--- src/rtl/dqpsk_pkg.sv ---
// Shared types and helpers for the DQPSK differential decoder.
// Quadrant numbering follows the receive slicer's sign convention (1 = negative).
package dqpsk_pkg;

  typedef enum logic [1:0] {
    IDLE    = 2'd0,
    HUNT    = 2'd1,
    PAYLOAD = 2'd2
  } state_t;

  localparam logic [1:0] QUAD_0 = 2'd0;
  localparam logic [1:0] QUAD_1 = 2'd1;
  localparam logic [1:0] QUAD_2 = 2'd2;
  localparam logic [1:0] QUAD_3 = 2'd3;

  function automatic logic [1:0] quadrant(input logic i_neg, input logic q_neg);
    logic [1:0] quad;
    case ({i_neg, q_neg})
      2'b00:   quad = QUAD_0;
      2'b10:   quad = QUAD_1;
      2'b11:   quad = QUAD_2;
      default: quad = QUAD_3;
    endcase
    return quad;
  endfunction

  function automatic logic [1:0] gray_demap(input logic [1:0] delta);
    logic [1:0] dibit;
    case (delta)
      2'd0:    dibit = 2'b00;
      2'd1:    dibit = 2'b01;
      2'd2:    dibit = 2'b11;
      default: dibit = 2'b10;
    endcase
    return dibit;
  endfunction

endpackage

--- src/rtl/dqpsk_phase_diff.sv ---
// Phase-difference stage: remembers the previous quadrant and presents the
// quadrant step and its Gray dibit combinationally for the current symbol.
module dqpsk_phase_diff
  import dqpsk_pkg::*;
(
  input  logic       clk_i,
  input  logic       rst_i,
  input  logic       i_sign_i,
  input  logic       q_sign_i,
  input  logic       load_i,
  output logic [1:0] delta_o,
  output logic [1:0] dibit_o
);

  logic [1:0] quad;
  logic [1:0] prev_q;
  logic [1:0] prev_d;

  always_comb begin
    quad    = quadrant(i_sign_i, q_sign_i);
    // 2-bit subtraction gives the mod-4 phase step for free
    delta_o = quad - prev_q;
    dibit_o = gray_demap(delta_o);
    prev_d  = load_i ? quad : prev_q;
  end

  always_ff @(posedge clk_i or posedge rst_i) begin
    if (rst_i) begin
      prev_q <= QUAD_0;
    end else begin
      prev_q <= prev_d;
    end
  end

endmodule

--- src/rtl/dqpsk_diff_decoder.sv ---
// DQPSK differential decoder: hunts for a zero-phase-change preamble, then
// emits fixed-length frames of Gray-demapped dibits, aborting on starvation.
module dqpsk_diff_decoder
  import dqpsk_pkg::*;
#(
  parameter int SYNC_LEN   = 8,
  parameter int FRAME_SYMS = 64,
  parameter int MAX_GAP    = 16
) (
  input  logic       clk_in,
  input  logic       rst,
  input  logic       sym_i_sign,
  input  logic       sym_q_sign,
  input  logic       sym_valid,
  output logic [1:0] data_par,
  output logic       dibit_valid,
  output logic       frame_start,
  output logic       frame_end,
  output logic       sync_lock,
  output logic       err_flag
);

  localparam int SW = $clog2(SYNC_LEN + 1);
  localparam int PW = $clog2(FRAME_SYMS + 1);
  localparam int GW = $clog2(MAX_GAP + 1);

  // Terminal-minus-one compares let each counter stop exactly at its limit
  localparam logic [SW-1:0] SYNC_PRE = SW'(SYNC_LEN - 2);
  localparam logic [PW-1:0] PAY_LAST = PW'(FRAME_SYMS - 1);
  localparam logic [GW-1:0] GAP_PRE  = GW'(MAX_GAP - 1);

  state_t          state_q, state_d;
  logic [SW-1:0]   sync_cnt_q, sync_cnt_d;
  logic [PW-1:0]   pay_cnt_q, pay_cnt_d;
  logic [GW-1:0]   gap_cnt_q, gap_cnt_d;
  logic [1:0]      data_q, data_d;
  logic            dv_q, dv_d;
  logic            fs_q, fs_d;
  logic            fe_q, fe_d;
  logic            lock_q, lock_d;
  logic            err_q, err_d;
  logic            timeout;
  logic [1:0]      delta;
  logic [1:0]      dibit;

  dqpsk_phase_diff u_phase_diff (
    .clk_i    (clk_in),
    .rst_i    (rst),
    .i_sign_i (sym_i_sign),
    .q_sign_i (sym_q_sign),
    .load_i   (sym_valid),
    .delta_o  (delta),
    .dibit_o  (dibit)
  );

  always_ff @(posedge clk_in or posedge rst) begin
    if (rst) begin
      state_q    <= IDLE;
      sync_cnt_q <= '0;
      pay_cnt_q  <= '0;
      gap_cnt_q  <= '0;
      data_q     <= 2'b00;
      dv_q       <= 1'b0;
      fs_q       <= 1'b0;
      fe_q       <= 1'b0;
      lock_q     <= 1'b0;
      err_q      <= 1'b0;
    end else begin
      state_q    <= state_d;
      sync_cnt_q <= sync_cnt_d;
      pay_cnt_q  <= pay_cnt_d;
      gap_cnt_q  <= gap_cnt_d;
      data_q     <= data_d;
      dv_q       <= dv_d;
      fs_q       <= fs_d;
      fe_q       <= fe_d;
      lock_q     <= lock_d;
      err_q      <= err_d;
    end
  end

  always_comb begin
    state_d    = state_q;
    sync_cnt_d = sync_cnt_q;
    pay_cnt_d  = pay_cnt_q;
    gap_cnt_d  = gap_cnt_q;
    timeout    = 1'b0;
    case (state_q)
      IDLE: begin
        gap_cnt_d = '0;
        if (sym_valid) begin
          state_d    = HUNT;
          sync_cnt_d = '0;
        end
      end
      HUNT: begin
        gap_cnt_d = '0;
        if (sym_valid) begin
          if (delta == 2'd0) begin
            sync_cnt_d = sync_cnt_q + 1'b1;
            if (sync_cnt_q == SYNC_PRE) begin
              state_d   = PAYLOAD;
              pay_cnt_d = '0;
            end
          end else begin
            sync_cnt_d = '0;
          end
        end
      end
      PAYLOAD: begin
        // A strobe on the would-be timeout cycle takes priority
        if (sym_valid) begin
          gap_cnt_d = '0;
          if (pay_cnt_q == PAY_LAST) begin
            state_d    = HUNT;
            sync_cnt_d = '0;
            pay_cnt_d  = '0;
          end else begin
            pay_cnt_d = pay_cnt_q + 1'b1;
          end
        end else if (gap_cnt_q == GAP_PRE) begin
          state_d   = IDLE;
          timeout   = 1'b1;
          gap_cnt_d = '0;
          pay_cnt_d = '0;
        end else begin
          gap_cnt_d = gap_cnt_q + 1'b1;
        end
      end
      default: state_d = IDLE;
    endcase
  end

  always_comb begin
    data_d = data_q;
    dv_d   = 1'b0;
    fs_d   = 1'b0;
    fe_d   = 1'b0;
    err_d  = timeout;
    lock_d = (state_d == PAYLOAD);
    if ((state_q == PAYLOAD) && sym_valid) begin
      data_d = dibit;
      dv_d   = 1'b1;
      fs_d   = (pay_cnt_q == '0);
      fe_d   = (pay_cnt_q == PAY_LAST);
    end
  end

  assign data_par    = data_q;
  assign dibit_valid = dv_q;
  assign frame_start = fs_q;
  assign frame_end   = fe_q;
  assign sync_lock   = lock_q;
  assign err_flag    = err_q;

endmodule

--- config.mk ---
export PLATFORM = sky130hd
export DESIGN_NAME = dqpsk_diff_decoder
export DESIGN_NICKNAME = d
export VERILOG_FILES = /design/src/rtl/dqpsk_pkg.sv /design/src/rtl/dqpsk_phase_diff.sv /design/src/rtl/dqpsk_diff_decoder.sv
export SDC_FILE = /design/constraint.sdc
export NUM_CORES = 1
export LEC_CHECK = 0
export ABC_CLOCK_PERIOD_IN_PS = 4200
export CORE_AREA = 3 3 53 55
export DETAILED_ROUTE_END_ITERATION = 16
export DIE_AREA = 0 0 56 58
export PLACE_DENSITY = 0.79
export SLEW_MARGIN = 25
export SYNTH_ARGS = -nofsm -noshare
export SYNTH_HDL_FRONTEND = slang
export SYNTH_SLANG_ARGS = --single-unit
--- constraint.sdc ---
create_clock -name clk_in -period 4.2 [get_ports clk_in]
set_input_delay 0.84 -clock clk_in [delete_from_list [all_inputs] [get_ports clk_in]]
set_output_delay 0.84 -clock clk_in [all_outputs]
set_load 0.1 [all_outputs]
==> results of run 1 <==
-- power breakdown --
group / switching [uW] / internal, uW
Clock: 71.8 / 37.1
Combinational: 28.8 / 19.4
Sequential: 5.37 / 265
-- registers in the layout, indices dropped and copies added, names as in the netlist --
name and count:
frame_start 1, sync_lock 1, state_q 2, sync_cnt_q 4, dibit_valid 1, pay_cnt_q 7
data_par 2, gap_cnt_q 5, frame_end 1, err_flag 1, u_phase_diff.prev_q 2
-- per-layer routing --
layer  share of wire, %  vias up  track usage, %
li1                   -      530               -
met1                 48      505            22.8
met2                 48       23            29.9
met3                3.1        4            2.45
met4                1.0        0            6.10
met5                  0        -               0
-- synth_stat cells (all sizes together) (2+ instances only) --
cell    instances
o211ai          2
o21ai           8
o221ai          2
nand3           9
nand3b          3
or3             2
nor3            2
a21o            3
nor2           10
inv            10
nand2          18
a21oi          11
ha              9
o21a            3
nor4            6
dfrtp          27
o22ai           2
-- layout by cell type, fill, tap and decap left out, types with 2 or more instances in the layout --
cell	instances
nand2_1	18
o21ai_0	6
nand3_1	8
inv_1	9
clkdlybuf4s50_1	11
o211ai_1	2
nor2_1	10
or3_1	2
dfrtp_1	27
a21oi_1	11
o21ai_2	2
a21o_2	2
nor3_1	2
clkbuf_4	3
nor4_1	5
ha_1	9
nand3b_1	3
o21a_1	3
o221ai_1	2
-- through the flow --
step	instance area (um2)	hold slack, ns	setup slack, ns	power (uW)
2_1_floorplan	1400	0.435	1.97	309
5_1_grt	1560	0.513	1.48	453
6_report	1560	0.482	1.54	428
4_1_cts	1560	0.479	1.52	433
3_5_place_dp	1540	0.459	1.25	324
3_3_place_gp	1540	0.454	1.36	322
-- cell type report --
type	instances	area share [%]
clock buffer	4	1.68
inverter	11	2.64
multi-input combinational	103	42.9
sequential	27	43.3
tap	30	2.40
timing repair buffer	11	7.05
-- worst max-delay path by stage --
stage | from | end | depth (start not counted)
after floorplan | sym_i_sign | sync_cnt_q[2]$_DFFE_PP0P_ | 7
after CTS | data_par[0]$_DFFE_PP0P_ | data_par[0] | 1
after detailed placement | sym_i_sign | pay_cnt_q[6]$_DFFE_PP0P_ | 8
final | data_par[0]$_DFFE_PP0P_ | data_par[0] | 1
after global placement | sym_i_sign | pay_cnt_q[5]$_DFFE_PP0P_ | 8
after global routing | data_par[0]$_DFFE_PP0P_ | data_par[0] | 1
-- cell families (layout without fill, tap and decap cells) --
group | after synthesis | in the layout | share of synthesized area, %
buf+inv | 13 | 26 | 3.58
mux | 1 | 1 | 0.806
xor+xnor | 2 | 2 | 1.25
compound gates | 34 | 34 | 16.0
flops | 27 | 27 | 48.4
simple gates | 57 | 57 | 22.0
fa+ha+maj | 9 | 9 | 8.06
==> run_results.csv, run 1 <==
group,metric,value,unit
status,status,"finished, final reports clean",
worst_setup_path,cp.required,3.36,ns
timing,worst_slew_pin_slew,0.976,ns
floorplan,coreArea,2430,um2
pwr,max-vdd-ir-drop,183,uV
worst_setup_path,r2r-end,"sync_lock$_DFF_PP0_",
global_routing,antenna_found_initial,0,
clock_tree,cts.path.max_buffers,2,
timing,clock_skew,0.00197,ns
floorplan,die-area,3250,um2
placement,routabilityCongestion,0.854,
pwr,power.density,274,nW/um2
layout,syn2layout_area_growth,11.8,%
worst_setup_path,path_cells,"clkdlybuf4s50_1",
worst_hold_path,hold_start,"gap_cnt_q[4]$_DFFE_PP0P_",
placement,dp_hpwl,1.87,mm
worst_setup_path,arrival,1.82,ns
synthesis,synth_async_sr_flop_share,100,%
floorplan,fp-row-count,18,
layout,drive_above_1_share,8.97,%
clock_tree,numClockSinks,27,
synthesis,synth_ff_type,"dfrtp_1",
floorplan,chipWidth,56,um
layout,fillers,193,
clock_tree,cts_made_buffers,3,
placement,io_buffers,11,
drt,drt_pre_antenna_iters,5,
layout,regArea,676,um2
drt,wl_per_cell,13.8,um
clock_tree,cts_setup_buffers,0,
worst_setup_path,worst_setup_path_end_kind,"primary output",
synthesis,synth_area_per_cell,9.76,um2
worst_hold_path,hold_depth,1,
clock_tree,cts_resized,0,
pwr,p_leak,0.000677,uW
worst_setup_path,worstReg2RegStart,"state_q[0]$_DFF_PP0_",
worst_setup_path,crit_slowest_cell,"clkdlybuf4s50_1",
worst_setup_path,path_buf_inv,1,
drt,finalWirelength,2.57,mm
synthesis,yosysUniqueCellTypes,38,
floorplan,start_util,57.4,%
synthesis,synth_fp_nets,157,
worst_setup_path,reg2regPathDepth,5,
timing,period_share,63.3,%
layout,nets,171,
placement,dp.cells,182,
timing,timing.fmax,376,MHz
global_routing,grt_pass1_vias,1056,
timing,drv_slew,0,
synthesis,synth_edf_count,0,
worst_setup_path,path_class,"flip-flop to primary output",
worst_setup_path,critPathLaunchType,"flip-flop",
global_routing,grt_pass1_wl,4.53,mm
drt,vias,1062,
timing,hold_viol,0,
floorplan,io_pins,12,
timing,rsz0062_at_grt,"false",
synthesis,ys_seq_elements,27,
clock_tree,postCtsHoldBufs,0,
layout,instances_no_fill,186,
floorplan,chipHeight,58,um
clock_tree,insertion_delay,0.32,ns
worst_hold_path,hold_class,"flip-flop to flip-flop",
drt,drt_iter0_drc,43,
worst_hold_path,hold-path-endpoint,"err_flag$_DFF_PP0_",
synthesis,synth.yosys.seq_area_share,48.4,%
synthesis,syn_area,1400,um2
drt,ant_nets,0,
clock_tree,cts_tree,"yes",
synthesis,yosys.area.top_type,"dfrtp_1",
synthesis,synth_cells,143,
worst_setup_path,path_max_fanout,2,
clock_tree,htreeDepth,1,
worst_setup_path,crit_path_max_incr_delay,1.13,ns
synthesis,synth_area_leaders,"dfrtp_1, ha_1, nand2_1",
global_routing,grt_util_all_layers,17.4,%
clock_tree,clk_pin_slew,0.13,ns
timing,slew_headroom,34.7,%
layout,multi_input_area,671,um2
global_routing,grt.overflow.total,0,
synthesis,synth_top_area_share,48.4,%
flow_run,maxCapViolations,0,
layout,fin_util,64.2,%
global_routing,grt_max_degree,28,
worst_setup_path,cpLargestDelayFamily,"buffers and inverters",
layout,insertedDiodeCount,0,
clock_tree,cts-root-buf,"clkbuf_4",
drt,drc,0,
synthesis,ys_warn_count,0,
timing,setup_viol,0,
worst_setup_path,rrSetupSlack,2.46,ns
drt,vias_per_cell,5.71,
timing,tns,0,ns
timing,period_minus_slack,2.66,ns
Power figures use the tool's default switching activity.
==> run 2: changes to the inputs <==
- ABC_CLOCK_PERIOD_IN_PS: 4200 -> 2300
- CORE_AREA: 3 3 53 55 -> 3 3 57 59
- DIE_AREA: 0 0 56 58 -> 0 0 60 62
- PLACE_DENSITY: 0.79 -> 0.72
- clock period: 4.2 -> 2.3 ns (I/O delays scaled with it)
==> run 2 against run 1 <==
  * Global-route usage hardly changed
  * Die area is 15% higher
  * Cell count is 4.3% higher
  * Clock-buffer cell count stayed put
  * Cell area is 2.3% higher
  * Power is 89% higher
  * Non-clock buffer count is 7 higher
  * Worst setup slack worse by 1.3 ns
  * Clock power is 93% higher
  * First-iteration DRC count is 58% higher
  * Critical path type is now input port to flip-flop
  * Highest routed layer unchanged
==> run_results.csv, run 2 (synthesized netlist as in run 1, its figures left out) <==
group,metric,value,unit
status,status,"finished, final reports clean",
floorplan,chipWidth,60,um
clock_tree,cts.path.max_buffers,2,
drt,vias_per_cell,5.72,
drt,wl_per_cell,14.2,um
floorplan,chipHeight,62,um
drt,ant_nets,0,
placement,routabilityCongestion,0.847,
pwr,comb_power_share,13.1,%
clock_tree,cts_resized,0,
drt,drt_iter0_drc,68,
layout,nets,178,
layout,largest-register,"pay_cnt_q",
clock_tree,cts-root-buf,"clkbuf_4",
pwr,p_leak,0.000726,uW
clock_tree,clk_pin_slew,0.14,ns
floorplan,io_pins,12,
global_routing,antenna_found_initial,0,
timing,drv_slew,0,
pwr,finalPower,810,uW
pwr,p_clk_share,26.0,%
floorplan,start_util,50.6,%
clock_tree,cts_made_buffers,3,
clock_tree,cts_setup_buffers,0,
global_routing,grt_pass1_vias,1094,
worst_setup_path,path_max_fanout,7,
timing,rsz0062_at_grt,"false",
timing,period_minus_slack,2.09,ns
worst_setup_path,worst_setup_path_end_kind,"flip-flop",
layout,insertedDiodeCount,0,
drt,drt_pre_antenna_iters,4,
layout,fin_util,57.9,%
drt,drc,0,
floorplan,coreArea,2760,um2
clock_tree,numClockSinks,27,
worst_setup_path,arrival,2.30,ns
floorplan,die-area,3720,um2
pwr,swShare,25.7,%
worst_hold_path,hold_class,"input port to async pin",
worst_setup_path,rrSetupSlack,0.53,ns
timing,timing.fmax,479,MHz
clock_tree,postCtsHoldBufs,0,
drt,vias,1110,
layout,final_common_cell,"dfrtp_1",
floorplan,fp-row-count,19,
timing,hold_viol,0,
global_routing,grt.overflow.total,0,
timing,setup_viol,0,
layout,largest_reg_flops,7,
layout,fillers,246,
drt,finalWirelength,2.75,mm
layout,largestRegisters,"pay_cnt_q (7), gap_cnt_q (5), sync_cnt_q (4)",
pwr,intPower,602,uW
timing,clock_skew,0.00319,ns
global_routing,grt_pass1_wl,4.91,mm
clock_tree,htreeDepth,1,
worst_setup_path,path_class,"input port to flip-flop",
layout,final_cell_mix,"dfrtp_1, nand2_1, buf_4, a21oi_1",
clock_tree,insertion_delay,0.33,ns
timing,worst_slew_pin_slew,0.457,ns
placement,dp_hpwl,2.05,mm
pwr,seqPwrFrac,61.0,%
layout,drive_above_1_share,16.6,%
worst_setup_path,reg2regPathDepth,5,
flow_run,maxCapViolations,0,
timing,period_share,90.7,%
worst_setup_path,cp.required,2.52,ns
timing,slew_headroom,69.5,%
pwr,power_switching,209,uW
pwr,power.density,507,nW/um2
global_routing,grt_max_degree,28,
pwr,max-vdd-ir-drop,359,uV
clock_tree,cts_tree,"yes",
worst_setup_path,critPathLaunchType,"input port",
global_routing,grt_util_all_layers,17.4,%
timing,hold_slack,0.477,ns
placement,io_buffers,11,
layout,syn2layout_area_growth,14.4,%
run 2: cell types whose count changed in the layout (fill, tap and decap cells not counted), sizes merged:
cell,change
buf,+14
clkdlybuf4s50,-7
run 2: worst max-delay path, cell delays in order:
cell	delay, ns
clkdlybuf4s50_1	0.47
inv_1	0.05
ha_1	0.30
ha_1	0.29
and4b_1	0.20
o21ai_2	0.12
o22ai_2	0.25
o221ai_1	0.15
run 2: layout make-up:
type,instances,area [um2],area share [%]
timing repair buffer,18,145,9.08
multi-input combinational,103,671,42.0
sequential,27,676,42.3
inverter,11,41.3,2.58
clock buffer,4,26.3,1.64
tap,31,38.8,2.43
run 2: final timing paths:
kind | endpoint | start
min in group clk_in | err_flag$_DFF_PP0_ | gap_cnt_q[4]$_DFFE_PP0P_
worst min-delay path | data_par[0]$_DFFE_PP0P_ | rst
max in group asynchronous | sync_cnt_q[3]$_DFFE_PP0P_ | rst
worst min register to register | err_flag$_DFF_PP0_ | gap_cnt_q[4]$_DFFE_PP0P_
worst max-delay path | pay_cnt_q[5]$_DFFE_PP0P_ | sym_i_sign
worst max register to register | pay_cnt_q[5]$_DFFE_PP0P_ | state_q[0]$_DFF_PP0_
run 2: layer usage:
| metal | wire [um] | GRT usage (%) |
|---|---|---|
| met1 | 1330 | 23.9 |
| met4 | 25 | 4.75 |
| met5 | 0 | 0 |
| met2 | 1320 | 28.9 |
| met3 | 76 | 2.48 |
run 2: through the flow:
| stage | setup slack, ns | setup TNS (ns) | area, um2 | cells |
|---|---|---|---|---|
| after global routing | 0.132 | 0 | 1600 | 194 |
| after detailed placement | -0.149 | -0.954 | 1570 | 190 |
| after global placement | -0.0904 | -0.505 | 1570 | 190 |
| after floorplan | 0.454 | 0 | 1400 | 143 |
| final | 0.214 | 0 | 1600 | 194 |
| after CTS | 0.207 | 0 | 1600 | 194 |
run 2: power groups by stage:
stage,sequential (uW),combinational [uW],clock [uW]
finish,494,106,210
global route,496,121,237
CTS,494,107,215
detailed placement,503,107,0
global placement,502,103,0
floorplan,501,63.7,0
==> run 3: changes to the inputs <==
- ABC_CLOCK_PERIOD_IN_PS: 2300 -> 2350
- CORE_AREA: 3 3 57 59 -> 3 3 54 56
- DIE_AREA: 0 0 60 62 -> 0 0 57 59
- PLACE_DENSITY: 0.72 -> 0.76
- clock period: 2.3 -> 2.35 ns (I/O delays scaled with it)
==> run 3 against run 2 <==
  * Utilization grew 6.2 points
  * Die area down 9.6%
  * Worst hold slack gained 0.011 ns
  * Non-clock buffer count fell by 1
  * Via count shrank 1.3%
  * Sequential power shrank 2%
==> run_results.csv, run 3 (synthesized netlist as in run 1, its figures left out) <==
group,metric,value,unit
floorplan,start_util,56.4,%
clock_tree,clk_pin_slew,0.14,ns
clock_tree,cts_resized,0,
drt,wl_per_cell,14.4,um
worst_setup_path,cp.required,2.54,ns
floorplan,io_pins,12,
global_routing,antenna_found_initial,0,
worst_setup_path,path_class,"input port to flip-flop",
layout,largest-register,"pay_cnt_q",
layout,drive_above_1_share,16.0,%
clock_tree,insertion_delay,0.32,ns
global_routing,grt_max_degree,28,
worst_setup_path,crit_path_max_incr_delay,0.48,ns
floorplan,fp-row-count,18,
drt,drc,0,
timing,setup_viol,0,
drt,finalWirelength,2.76,mm
clock_tree,cts_tree,"yes",
global_routing,grt_pass1_vias,1102,
floorplan,chipHeight,59,um
clock_tree,cts_made_buffers,3,
layout,largestRegisters,"pay_cnt_q (7), gap_cnt_q (5), sync_cnt_q (4)",
layout,insertedDiodeCount,0,
global_routing,grt_pass1_wl,4.96,mm
placement,routabilityCongestion,0.765,
drt,ant_nets,0,
clock_tree,cts-root-buf,"clkbuf_4",
timing,drv_slew,0,
worst_setup_path,rrSetupSlack,0.58,ns
status,status,"finished, final reports clean",
timing,worst_slew_pin_slew,0.458,ns
floorplan,chipWidth,57,um
pwr,p_leak,0.000721,uW
drt,vias,1096,
worst_setup_path,reg2regPathDepth,5,
layout,nets,177,
clock_tree,numClockSinks,27,
layout,final_cell_mix,"dfrtp_1, nand2_1, buf_4, a21oi_1",
worst_setup_path,critPathLaunchType,"input port",
pwr,power.density,492,nW/um2
worst_setup_path,path_common_cell,"ha_1",
clock_tree,cts_setup_buffers,0,
floorplan,coreArea,2480,um2
worst_setup_path,worst_setup_path_end_kind,"flip-flop",
timing,period_share,92.4,%
global_routing,grt_util_all_layers,18.8,%
placement,dp.cells,188,
layout,instances_no_fill,192,
drt,drt_pre_antenna_iters,4,
layout,fillers,192,
layout,largest_reg_flops,7,
clock_tree,htreeDepth,1,
placement,io_buffers,11,
clock_tree,cts.path.max_buffers,2,
timing,period_minus_slack,2.17,ns
timing,slew_headroom,69.5,%
layout,syn2layout_area_growth,13.8,%
timing,rsz0062_at_grt,"false",
layout,fin_util,64.1,%
worst_setup_path,path_max_fanout,7,
global_routing,grt.overflow.total,0,
drt,drt_iter0_drc,42,
worst_hold_path,hold_class,"input port to async pin",
worst_setup_path,path_cells,"clkdlybuf4s50_1 -> inv_1 -> ha_1 -> ha_1 -> and4b_1 -> o21ai_2 -> o22ai_2 -> o21ai_0",
timing,timing.fmax,461,MHz
worst_setup_path,worstReg2RegStart,"state_q[0]$_DFF_PP0_",
timing,hold_slack,0.488,ns
timing,hold_viol,0,
clock_tree,postCtsHoldBufs,0,
layout,final_common_cell,"dfrtp_1",
placement,dp_hpwl,1.99,mm
flow_run,maxCapViolations,0,
drt,vias_per_cell,5.71,
timing,clock_skew,0.00945,ns
pwr,max-vdd-ir-drop,445,uV
floorplan,die-area,3360,um2
worst_setup_path,r2r-end,"pay_cnt_q[5]$_DFFE_PP0P_",
worst_setup_path,crit_slowest_cell,"clkdlybuf4s50_1",
worst_setup_path,arrival,2.36,ns
[run 3: worst max path at each step]
stage                     startpoint                        end  slack [ns]
after CTS                 sym_i_sign   pay_cnt_q[0]$_DFFE_PP0P_        0.19
final                     sym_i_sign   pay_cnt_q[0]$_DFFE_PP0P_        0.18
after global placement    sym_i_sign   pay_cnt_q[5]$_DFFE_PP0P_       -0.05
after floorplan           sym_i_sign  sync_cnt_q[2]$_DFFE_PP0P_        0.49
after global routing      sym_i_sign   pay_cnt_q[6]$_DFFE_PP0P_         0.1
after detailed placement  sym_i_sign   pay_cnt_q[6]$_DFFE_PP0P_       -0.16
[run 3: area by class of cell]
| cell class | instances | area, um2 | area share (%) |
|---|---|---|---|
| flip-flops and latches | 27 | 676 | 42.5 |
| multi-input cells | 103 | 671 | 42.2 |
| repair buffers | 17 | 138 | 8.66 |
| inverters | 11 | 41.3 | 2.60 |
| well taps | 30 | 37.5 | 2.36 |
| clock buffers | 4 | 26.3 | 1.65 |
[run 3: worst max-delay path, delay by kind of cell]
| family | cells | cell delay (ns) |
|---|---|---|
| fa+ha+maj | 2 | 0.59 |
| compound gates | 3 | 0.56 |
| buf+inv | 2 | 0.53 |
| simple gates | 1 | 0.21 |
[run 3: power by group]
part	switching (uW)	internal (uW)	total, uW
registers	9.04	474	483
logic	55.0	47.0	102
clock network	131	66.4	197
total	195	587	782
[run 3: layer usage]
metal | up-vias | GRT usage, % | wire, um
li1 | 554 | - | -
met1 | 514 | 25.4 | 1370
met2 | 24 | 29.9 | 1250
met3 | 4 | 2.83 | 97
met4 | 0 | 9.27 | 49
met5 | - | 0 | 0
[run 3: per-stage QoR]
stage	worst slack, ns	cell area [um2]	TNS (ns)	power [uW]
after global routing	0.0958	1590	0	823
after CTS	0.191	1590	0	791
after detailed placement	-0.161	1560	-1.02	593
final	0.179	1590	0	782
after global placement	-0.0508	1560	-0.180	590
after floorplan	0.494	1400	0	552
